[src/rtl/fifo_pkg.sv]
// rtl/fifo_pkg.sv - shared constants and helpers for the SD frame FIFO
// Contents:
//   SD_BLK_BYTES   sector payload size
//   SD_HDR_BYTES   command header size
//   SD_FRAME_BYTES header plus sector, the default FIFO depth
//   cnt_w(depth)   width of an occupancy counter that can hold 0..depth
package fifo_pkg;

    localparam int SD_BLK_BYTES   = 512;
    localparam int SD_HDR_BYTES   = 5;
    localparam int SD_FRAME_BYTES = SD_BLK_BYTES + SD_HDR_BYTES;

    function automatic int cnt_w(input int depth);
        return $clog2(depth + 1);
    endfunction

endpackage

[src/rtl/fifo_ram.sv]
// rtl/fifo_ram.sv - simple dual-port register array, sync write, sync read
// Ports:
//   clk             clock, both ports on its rising edge
//   we/waddr/wdata  write port
//   re/raddr/rdata  read port; rdata is registered and holds while re=0
// No reset: contents and rdata are undefined until written/read.
module fifo_ram #(
    parameter int WIDTH = 8,
    parameter int DEPTH = 517,
    parameter int AW    = (DEPTH > 1) ? $clog2(DEPTH) : 1
) (
    input  logic             clk,
    input  logic             we,
    input  logic [AW-1:0]    waddr,
    input  logic [WIDTH-1:0] wdata,
    input  logic             re,
    input  logic [AW-1:0]    raddr,
    output logic [WIDTH-1:0] rdata
);

    logic [WIDTH-1:0] mem [DEPTH];

    // A read and a write to the same address in one cycle return the old
    // word; the top relies on this when pushing and popping while full.
    always_ff @(posedge clk) begin
        if (we) begin
            mem[waddr] <= wdata;
        end
        if (re) begin
            rdata <= mem[raddr];
        end
    end

endmodule

[src/rtl/sync_fifo_blk.sv]
// rtl/sync_fifo_blk.sv - single-clock FIFO with block-threshold and error flags
// Ports:
//   clk, rst_n        clock and asynchronous active-low reset
//   clr               synchronous flush of pointers, count and error flags
//   wr_en, wr_data    push request and data; full when count == DEPTH
//   rd_en             pop request; rd_data/rd_valid valid the cycle after
//   empty, count      occupancy status
//   blk_rdy           count >= BLK_LEN
//   ovf, udf          sticky rejected-push / rejected-pop flags
module sync_fifo_blk
    import fifo_pkg::*;
#(
    parameter int WIDTH   = 8,
    parameter int DEPTH   = SD_FRAME_BYTES,
    parameter int BLK_LEN = SD_BLK_BYTES
) (
    input  logic                    clk,
    input  logic                    rst_n,
    input  logic                    clr,
    input  logic                    wr_en,
    input  logic [WIDTH-1:0]        wr_data,
    output logic                    full,
    input  logic                    rd_en,
    output logic [WIDTH-1:0]        rd_data,
    output logic                    rd_valid,
    output logic                    empty,
    output logic [cnt_w(DEPTH)-1:0] count,
    output logic                    blk_rdy,
    output logic                    ovf,
    output logic                    udf
);

    localparam int AW = (DEPTH > 1) ? $clog2(DEPTH) : 1;
    localparam int CW = cnt_w(DEPTH);

    logic [AW-1:0]    wptr;
    logic [AW-1:0]    rptr;
    logic [CW-1:0]    count_q;
    logic             push_ok;
    logic             pop_ok;
    logic             rd_loaded;
    logic [WIDTH-1:0] ram_rdata;

    // Non-power-of-two depth: wrap by explicit compare.
    function automatic logic [AW-1:0] ptr_inc(input logic [AW-1:0] p);
        return (p == AW'(DEPTH - 1)) ? '0 : p + AW'(1);
    endfunction

    assign full    = (count_q == CW'(DEPTH));
    assign empty   = (count_q == '0);
    assign blk_rdy = (count_q >= CW'(BLK_LEN));
    assign count   = count_q;

    // A pop frees the slot in the same cycle, so a push while full is fine
    // alongside it. A pop never takes a word pushed in the same cycle.
    assign push_ok = wr_en & (~full | rd_en);
    assign pop_ok  = rd_en & ~empty;

    fifo_ram #(
        .WIDTH (WIDTH),
        .DEPTH (DEPTH),
        .AW    (AW)
    ) u_ram (
        .clk   (clk),
        .we    (push_ok & ~clr),
        .waddr (wptr),
        .wdata (wr_data),
        .re    (pop_ok & ~clr),
        .raddr (rptr),
        .rdata (ram_rdata)
    );

    // The RAM read register has no reset; rd_data reads as zero until the
    // first pop after reset has loaded it.
    assign rd_data = rd_loaded ? ram_rdata : '0;

    always_ff @(posedge clk or negedge rst_n) begin
        if (!rst_n) begin
            wptr      <= '0;
            rptr      <= '0;
            count_q   <= '0;
            ovf       <= 1'b0;
            udf       <= 1'b0;
            rd_valid  <= 1'b0;
            rd_loaded <= 1'b0;
        end else if (clr) begin
            wptr     <= '0;
            rptr     <= '0;
            count_q  <= '0;
            ovf      <= 1'b0;
            udf      <= 1'b0;
            rd_valid <= 1'b0;
        end else begin
            if (push_ok) begin
                wptr <= ptr_inc(wptr);
            end
            if (pop_ok) begin
                rptr      <= ptr_inc(rptr);
                rd_loaded <= 1'b1;
            end
            rd_valid <= pop_ok;
            case ({push_ok, pop_ok})
                2'b10:   count_q <= count_q + CW'(1);
                2'b01:   count_q <= count_q - CW'(1);
                default: count_q <= count_q;
            endcase
            if (wr_en & full & ~rd_en) begin
                ovf <= 1'b1;
            end
            if (rd_en & empty) begin
                udf <= 1'b1;
            end
        end
    end

endmodule

[config.mk]
export PLATFORM = sky130hd
export DESIGN_NAME = sync_fifo_blk
export DESIGN_NICKNAME = d
export VERILOG_FILES = /design/src/rtl/fifo_pkg.sv /design/src/rtl/fifo_ram.sv /design/src/rtl/sync_fifo_blk.sv
export SDC_FILE = /design/constraint.sdc
export NUM_CORES = 2
export LEC_CHECK = 0
export CAP_MARGIN = 10
export CORE_UTILIZATION = 42
export DETAILED_ROUTE_END_ITERATION = 10
export PLACE_DENSITY = 0.59
export SETUP_SLACK_MARGIN = 0.5
export SLEW_MARGIN = 0
export SYNTH_ARGS = -nofsm -noshare
export SYNTH_HDL_FRONTEND = slang
export SYNTH_MEMORY_MAX_BITS = 65536
export SYNTH_SLANG_ARGS = --single-unit
[constraint.sdc]
create_clock -name clk -period 2.77 [get_ports clk]
set_clock_uncertainty 0.05 [all_clocks]
set_input_delay 0.277 -clock clk [delete_from_list [all_inputs] [get_ports clk]]
set_output_delay 0.277 -clock clk [all_outputs]
set_load 0.05 [all_outputs]
-- Word-level counts from Yosys, hierarchy flattened
Memories as Yosys holds them, arrays and structs flattened. A register that Yosys moved wholly into a read port is not among the register bits.
Cells that the tools add are included.
- word-level logic and storage cells: 53
- memory bits (read-only): 0
- input port bits: 13
- memories: 1
- bits in writable memories: 4136
- bits in latches: 0
- flip-flop bits (word level): 34
- memory list (memory ; depth ; width ; rd ports ; clocked after Yosys merged registers in ; wr ports ; RTL line ; RTL):
    u_ram.mem ; 517 ; 8 ; 1 ; 1 ; 1 ; fifo_ram.sv:21 ; logic [WIDTH-1:0] mem [DEPTH];
- multiplexer cells: 16
- equal/unequal tests: 5
- $add $sub $neg: 4
- shift operators: 0
- $mul: 0
- reduce and logical (&&, ||, !) cells: 7
- divide/modulo/power cells: 0
- bitwise logic cells: 12
- $lt $le $gt $ge: 1
- operators by type and width (cell ; count):
    $mux 10 ; 7
    $add 10x1->10 const B ; 3
    $eq 10x10->1 const B ; 3
    $pmux 10 s2 ; 1
    $ge 10x10->1 const B ; 1
    $logic_not 10->1 ; 1
    $sub 10x1->10 const B ; 1
    $mux 8 ; 1
    $reduce_bool 2->1 ; 4
    $and 1x1->1 ; 7
    $mux 1 ; 7
    $not 1->1 ; 4
    $reduce_bool 3->1 ; 1
    $eq 2x1->1 const B ; 1
    $eq 2x2->1 const B ; 1
    $reduce_and 2->1 ; 1
    $or 1x1->1 ; 1

-- Longest topological paths before layout
- word-level depth: 7
- gate-level depth with buffers: 14
- gate-level depth less buffers: 14

-- Modules after synthesis
A second synthesis with hierarchy kept.
- cell total of the unflattened synthesis: 7903
- area, all modules: 163439.3 sq um
- modules (own cells, without submodules) (module ; times used ; area each (sq um) ; cells each):
    fifo_ram ; 1 ; 161198.4 ; 7653
    sync_fifo_blk ; 1 ; 2240.9 ; 250

-- Least setup slack after synthesis
OpenSTA, ideal clock, no wires.
- kind: register to register
- start: register count_q[4], in the netlist count[4]
- end: register count_q[9], in the netlist count[9]
- data arrival time: 3.038 ns
- clock period less this slack: 3.175 ns
- cell stages (with the launch flop): 15
- slack: -0.405 ns
- cells stage by stage: dfrtp_1 nor4_1 nand3_1 nand2_1 or2_2 inv_1 ha_1 a21o_1 a21oi_1 o21bai_1 a21oi_1 o21ai_0 a31oi_1 or4_1 o211ai_1
- longest elaborated chain between the ends: 7
- elaborated cells on any way between the ends: 14
- ends and longest elaborated chain (element ; RTL line ; RTL):
    start: declaration ; sync_fifo_blk.sv:38 ; logic [CW-1:0] count_q;
    start signal: assignment ; sync_fifo_blk.sv:103 ; 2'b10: count_q <= count_q + CW'(1);
    start signal: assignment ; sync_fifo_blk.sv:104 ; 2'b01: count_q <= count_q - CW'(1);
    start signal: assignment ; sync_fifo_blk.sv:105 ; default: count_q <= count_q;
    $eq 10x10->1 ; sync_fifo_blk.sv:49 ; assign full = (count_q == CW'(DEPTH));
    $not 1->1 ; sync_fifo_blk.sv:56 ; assign push_ok = wr_en & (~full | rd_en);
    $or 1x1->1 ; sync_fifo_blk.sv:56 ;
    $and 1x1->1 ; sync_fifo_blk.sv:56 ;
    $eq 2x1->1 or $eq 2x2->1 (tied branches) ; sync_fifo_blk.sv:102 ; case ({push_ok, pop_ok})
    $pmux 10 s2 ; sync_fifo_blk.sv:102 ;
    $mux 10 ; sync_fifo_blk.sv:86 ; end else if (clr) begin
Several ways; a longest one is shown, not always the timed one.
A chain may end at the register's enable or synchronous reset.

==> metrics.csv <==
stage,metric,value,unit
clocking,clockBufferDepth,4,
synthesis,async_reset_ff_frac,0.00814,
grt,grt_pass1_vias,87208,
floorplanning,initial_utilization,0.423,
clocking,cts_tree,built,
synthesis,synth_cell_types,72,
routing,postRouteAntennaNets,0,
power_and_ir_drop,leakagePower,63.2,nW
timing,fmax,275,MHz
routing,routed_via_density,6.06,
routing,top_layer,met5,
flow_run,drv_cap,0,
placed_design,place.gp.congestion,0.917,
synthesis,avgSynthCellArea,21.6,um^2
hold_path,hold_end,ovf,
synthesis,ys.warnings.count,0,
synthesis,synth_top_area_share,0.768,
synthesis,netlist_top_cells_area,"edfxtp_1 (77%), mux4_2 (14%), nor2_1 (1.3%)",
routing,firstDrtPassIters,7,
timing,timing.hold.ws,0.0717,ns
power_and_ir_drop,p_per_area,792,nW/um^2
setup_path,critPathTopFamily,buffers and inverters,
final_layout,fin_util,0.519,
synthesis,synthFlopType,edfxtp_1,
floorplanning,rows,227,
setup_path,crit_type,flop to flop,
routing,wl_met1,195000,um
timing,setup_viol,2876,
grt,grt_pass1_wl,689000,um
timing,max_slew.worst_pin.slew,1.02,ns
floorplanning,design.core.area,383000,um^2
outcome,status,"complete, but fails checks",
clocking,cts.sinks,4178,
timing,period_share,1.31,
final_layout,nets,9096,
synthesis,syn_area,162000,um^2
floorplanning,die_w,623,um
final_layout,drive_gt1_frac,0.387,
outcome,violations,setup timing,
synthesis,synthTopCellsByCount,"edfxtp_1 (4144), mux4_2 (1019), nor2_1 (571), clkbuf_1 (230), mux2i_1 (193)",
synthesis,ys_ff_latch,4178,
routing,wire_per_inst,34.5,um
setup_path,cp.arrival,4.31,ns
hold_path,hp-class,input pin to flop,
setup_path,crit_path_end_kind,flop,
timing,drv_slew,0,
final_layout,fill_cells,29485,
synthesis,synthCells,7490,
floorplanning,die_h,623,um
setup_path,worstPathMaxFanout,8,
setup_path,start_kind,flop,
synthesis,seq_area_frac_synth,0.774,
grt,track_usage,0.253,
setup_path,crit_chain,buf_12 > clkbuf_16 > buf_16 > buf_12 > inv_2 > buf_4 > nor2_4 > a21oi_1 > o221ai_1 > buf_4 > o211ai_1 > o41ai_2 > buf_4 > o221ai_1 > a32o_1,
grt,gr-total-overflow,0,
setup_path,slowest_stage,dfrtp_4,
synthesis,yosysTopAreaCell,edfxtp_1,
grt,antenna_found_initial,29,
synthesis,synth.most_common_cell,edfxtp_1,
hold_path,hold_path.startpoint,clr,
clocking,clk_pin_slew,0.07,ns
setup_path,max_stage_delay,0.46,ns
setup_path,critPathBufInv,8,
power_and_ir_drop,totalPowerFinal,0.157,W
placed_design,io_buffers,36,
routing,wl,499000,um
routing,dr_wl_met3,47600,um
floorplanning,die-area,388000,um^2
grt,grt_max_degree,149,
setup_path,cp_common_cell,buf_4,
setup_path,worst-endpoint-required,3.44,ns
routing,drc_errors,0,
synthesis,synth_nets,7518,
synthesis,synth_edf_count,4144,
timing,min_period,3.64,ns
power_and_ir_drop,peakVddDrop,515,uV
clocking,clk_latency,1.00,ns
routing,wl_met2,232000,um
routing,drt_iter0_drc,11904,
final_layout,fin_cells,14462,
placed_design,place_inst,13511,
clocking,cts_root_buffer,clkbuf_16,
setup_path,r2r_end,u_ram.rdata[7],
floorplanning,ios,37,
setup_path,r2r_slack,-0.87,ns
setup_path,critPathLaunch,rptr[0],
timing,max_slew_margin,0.315,
timing,rsz0062_at_grt,true,
clocking,cts_buffers,418,
timing,hold_viol,0,
placed_design,hpwl,328000,um
setup_path,reg2reg_from,rptr[0],
clocking,htreeDepth,5,
hold_path,whs_path_depth,3,
timing,worst_slack,-0.865,ns
final_layout,area_growth,22.8,%
routing,vias,87637,
setup_path,r2r_cells,15,
-- worst max-delay path by stage --
| stage | cells past startpoint | to |
|---|---|---|
| floorplan | 14 | count[9] |
| global placement | 13 | u_ram.rdata[2] |
| detailed placement | 14 | u_ram.rdata[6] |
| CTS | 13 | u_ram.rdata[1] |
| global route | 12 | u_ram.rdata[4] |
| finish | 15 | u_ram.rdata[7] |
-- cell families after synthesis --
kind of cell | Yosys count | share of synthesized area
compound gates | 703 | 0.0314
simple gates | 878 | 0.0229
buf+inv | 482 | 0.0159
flops | 4178 | 0.774
mux | 1224 | 0.154
fa+ha+maj | 15 | 0.00121
xor+xnor | 10 | 0.000541
-- placed cells by master, fill, tap and decap left out, types with 14 or more instances in the layout --
cell | Yosys | layout
a21oi_2 | 0 | 15
nor2b_1 | 21 | 14
a221oi_2 | 1 | 26
clkdlybuf4s50_1 | 0 | 17
a221oi_1 | 69 | 43
a211oi_2 | 1 | 16
o21ai_0 | 73 | 61
nand3_1 | 64 | 46
nor3_1 | 23 | 14
buf_6 | 53 | 55
buf_12 | 1 | 272
buf_4 | 67 | 1197
dfrtp_1 | 34 | 14
nor2_1 | 571 | 385
a211oi_1 | 52 | 35
a22oi_2 | 0 | 22
clkbuf_16 | 0 | 428
a22oi_1 | 143 | 121
nand2_1 | 113 | 99
buf_16 | 0 | 33
mux4_2 | 1019 | 1019
bufinv_16 | 0 | 42
nor2_2 | 0 | 38
o221ai_1 | 31 | 26
clkinvlp_4 | 0 | 16
a21oi_1 | 91 | 74
nor2_4 | 1 | 149
mux2i_1 | 193 | 183
edfxtp_1 | 4144 | 4144
clkinv_1 | 1 | 100
a22o_1 | 70 | 66
clkinv_2 | 0 | 76
o22ai_1 | 63 | 54
clkbuf_1 | 230 | 83
dfrtp_2 | 0 | 15
buf_8 | 0 | 21
-- stage by stage --
stage	setup slack [ns]	setup TNS [ns]	cell area (um^2)
after global routing	-0.881	-448.20	199000
after floorplan	-0.116	-0.455	163000
after global placement	-1.79	-330.41	180000
after CTS	-0.846	-23.81	197000
after detailed placement	-1.33	-339.54	180000
final	-0.865	-313.22	199000
-- layout make-up --
| cell class | instances | area, um^2 | share of cell area |
|---|---|---|---|
| Inverter | 19 | 86.3 | 0.000434 |
| Timing Repair Buffer | 1621 | 16900 | 0.0851 |
| Clock inverter | 261 | 2540 | 0.0128 |
| Antenna cell | 10 | 25.0 | 0.000126 |
| Multi-Input combinational cell | 2830 | 36800 | 0.185 |
| Sequential cell | 4178 | 125000 | 0.630 |
| Tap cell | 5038 | 6300 | 0.0317 |
| Clock buffer | 505 | 10900 | 0.0546 |
-- tightest hold or removal path, stage by stage --
cell and delay (ns):
clkdlybuf4s50_1 0.44, buf_4 0.22, nor2_1 0.11
-- sequential cells by signal, summed over array words and instances (netlist names) --
signal and cells:
wptr 10, u_ram.mem 4136, count 10, udf 1, ovf 1, rd_valid 1
rptr 10, u_ram.rdata 8, rd_loaded 1
-- timing repair --
item,CTS,global route
endpoints found under the hold margin,1222,0
pin swaps,33,55
setup endpoints to repair,4194,4194
resized for setup,340,281
setup buffers,87,50
hold buffers,11,0
cloned,20,7
-- per-layer routing --
metal,vias up,global-route usage
met5,-,0
met4,12,0.107
met3,918,0.0518
met2,4702,0.391
met1,47128,0.350
li1,34877,-
-- power breakdown --
group	internal, W	switching, W	total (W)
Combinational	0.0162	0.0156	0.0318
Clock	0.0318	0.0241	0.0559
Sequential	0.0696	0.000106	0.0697
(Power assumes the default switching activity.)
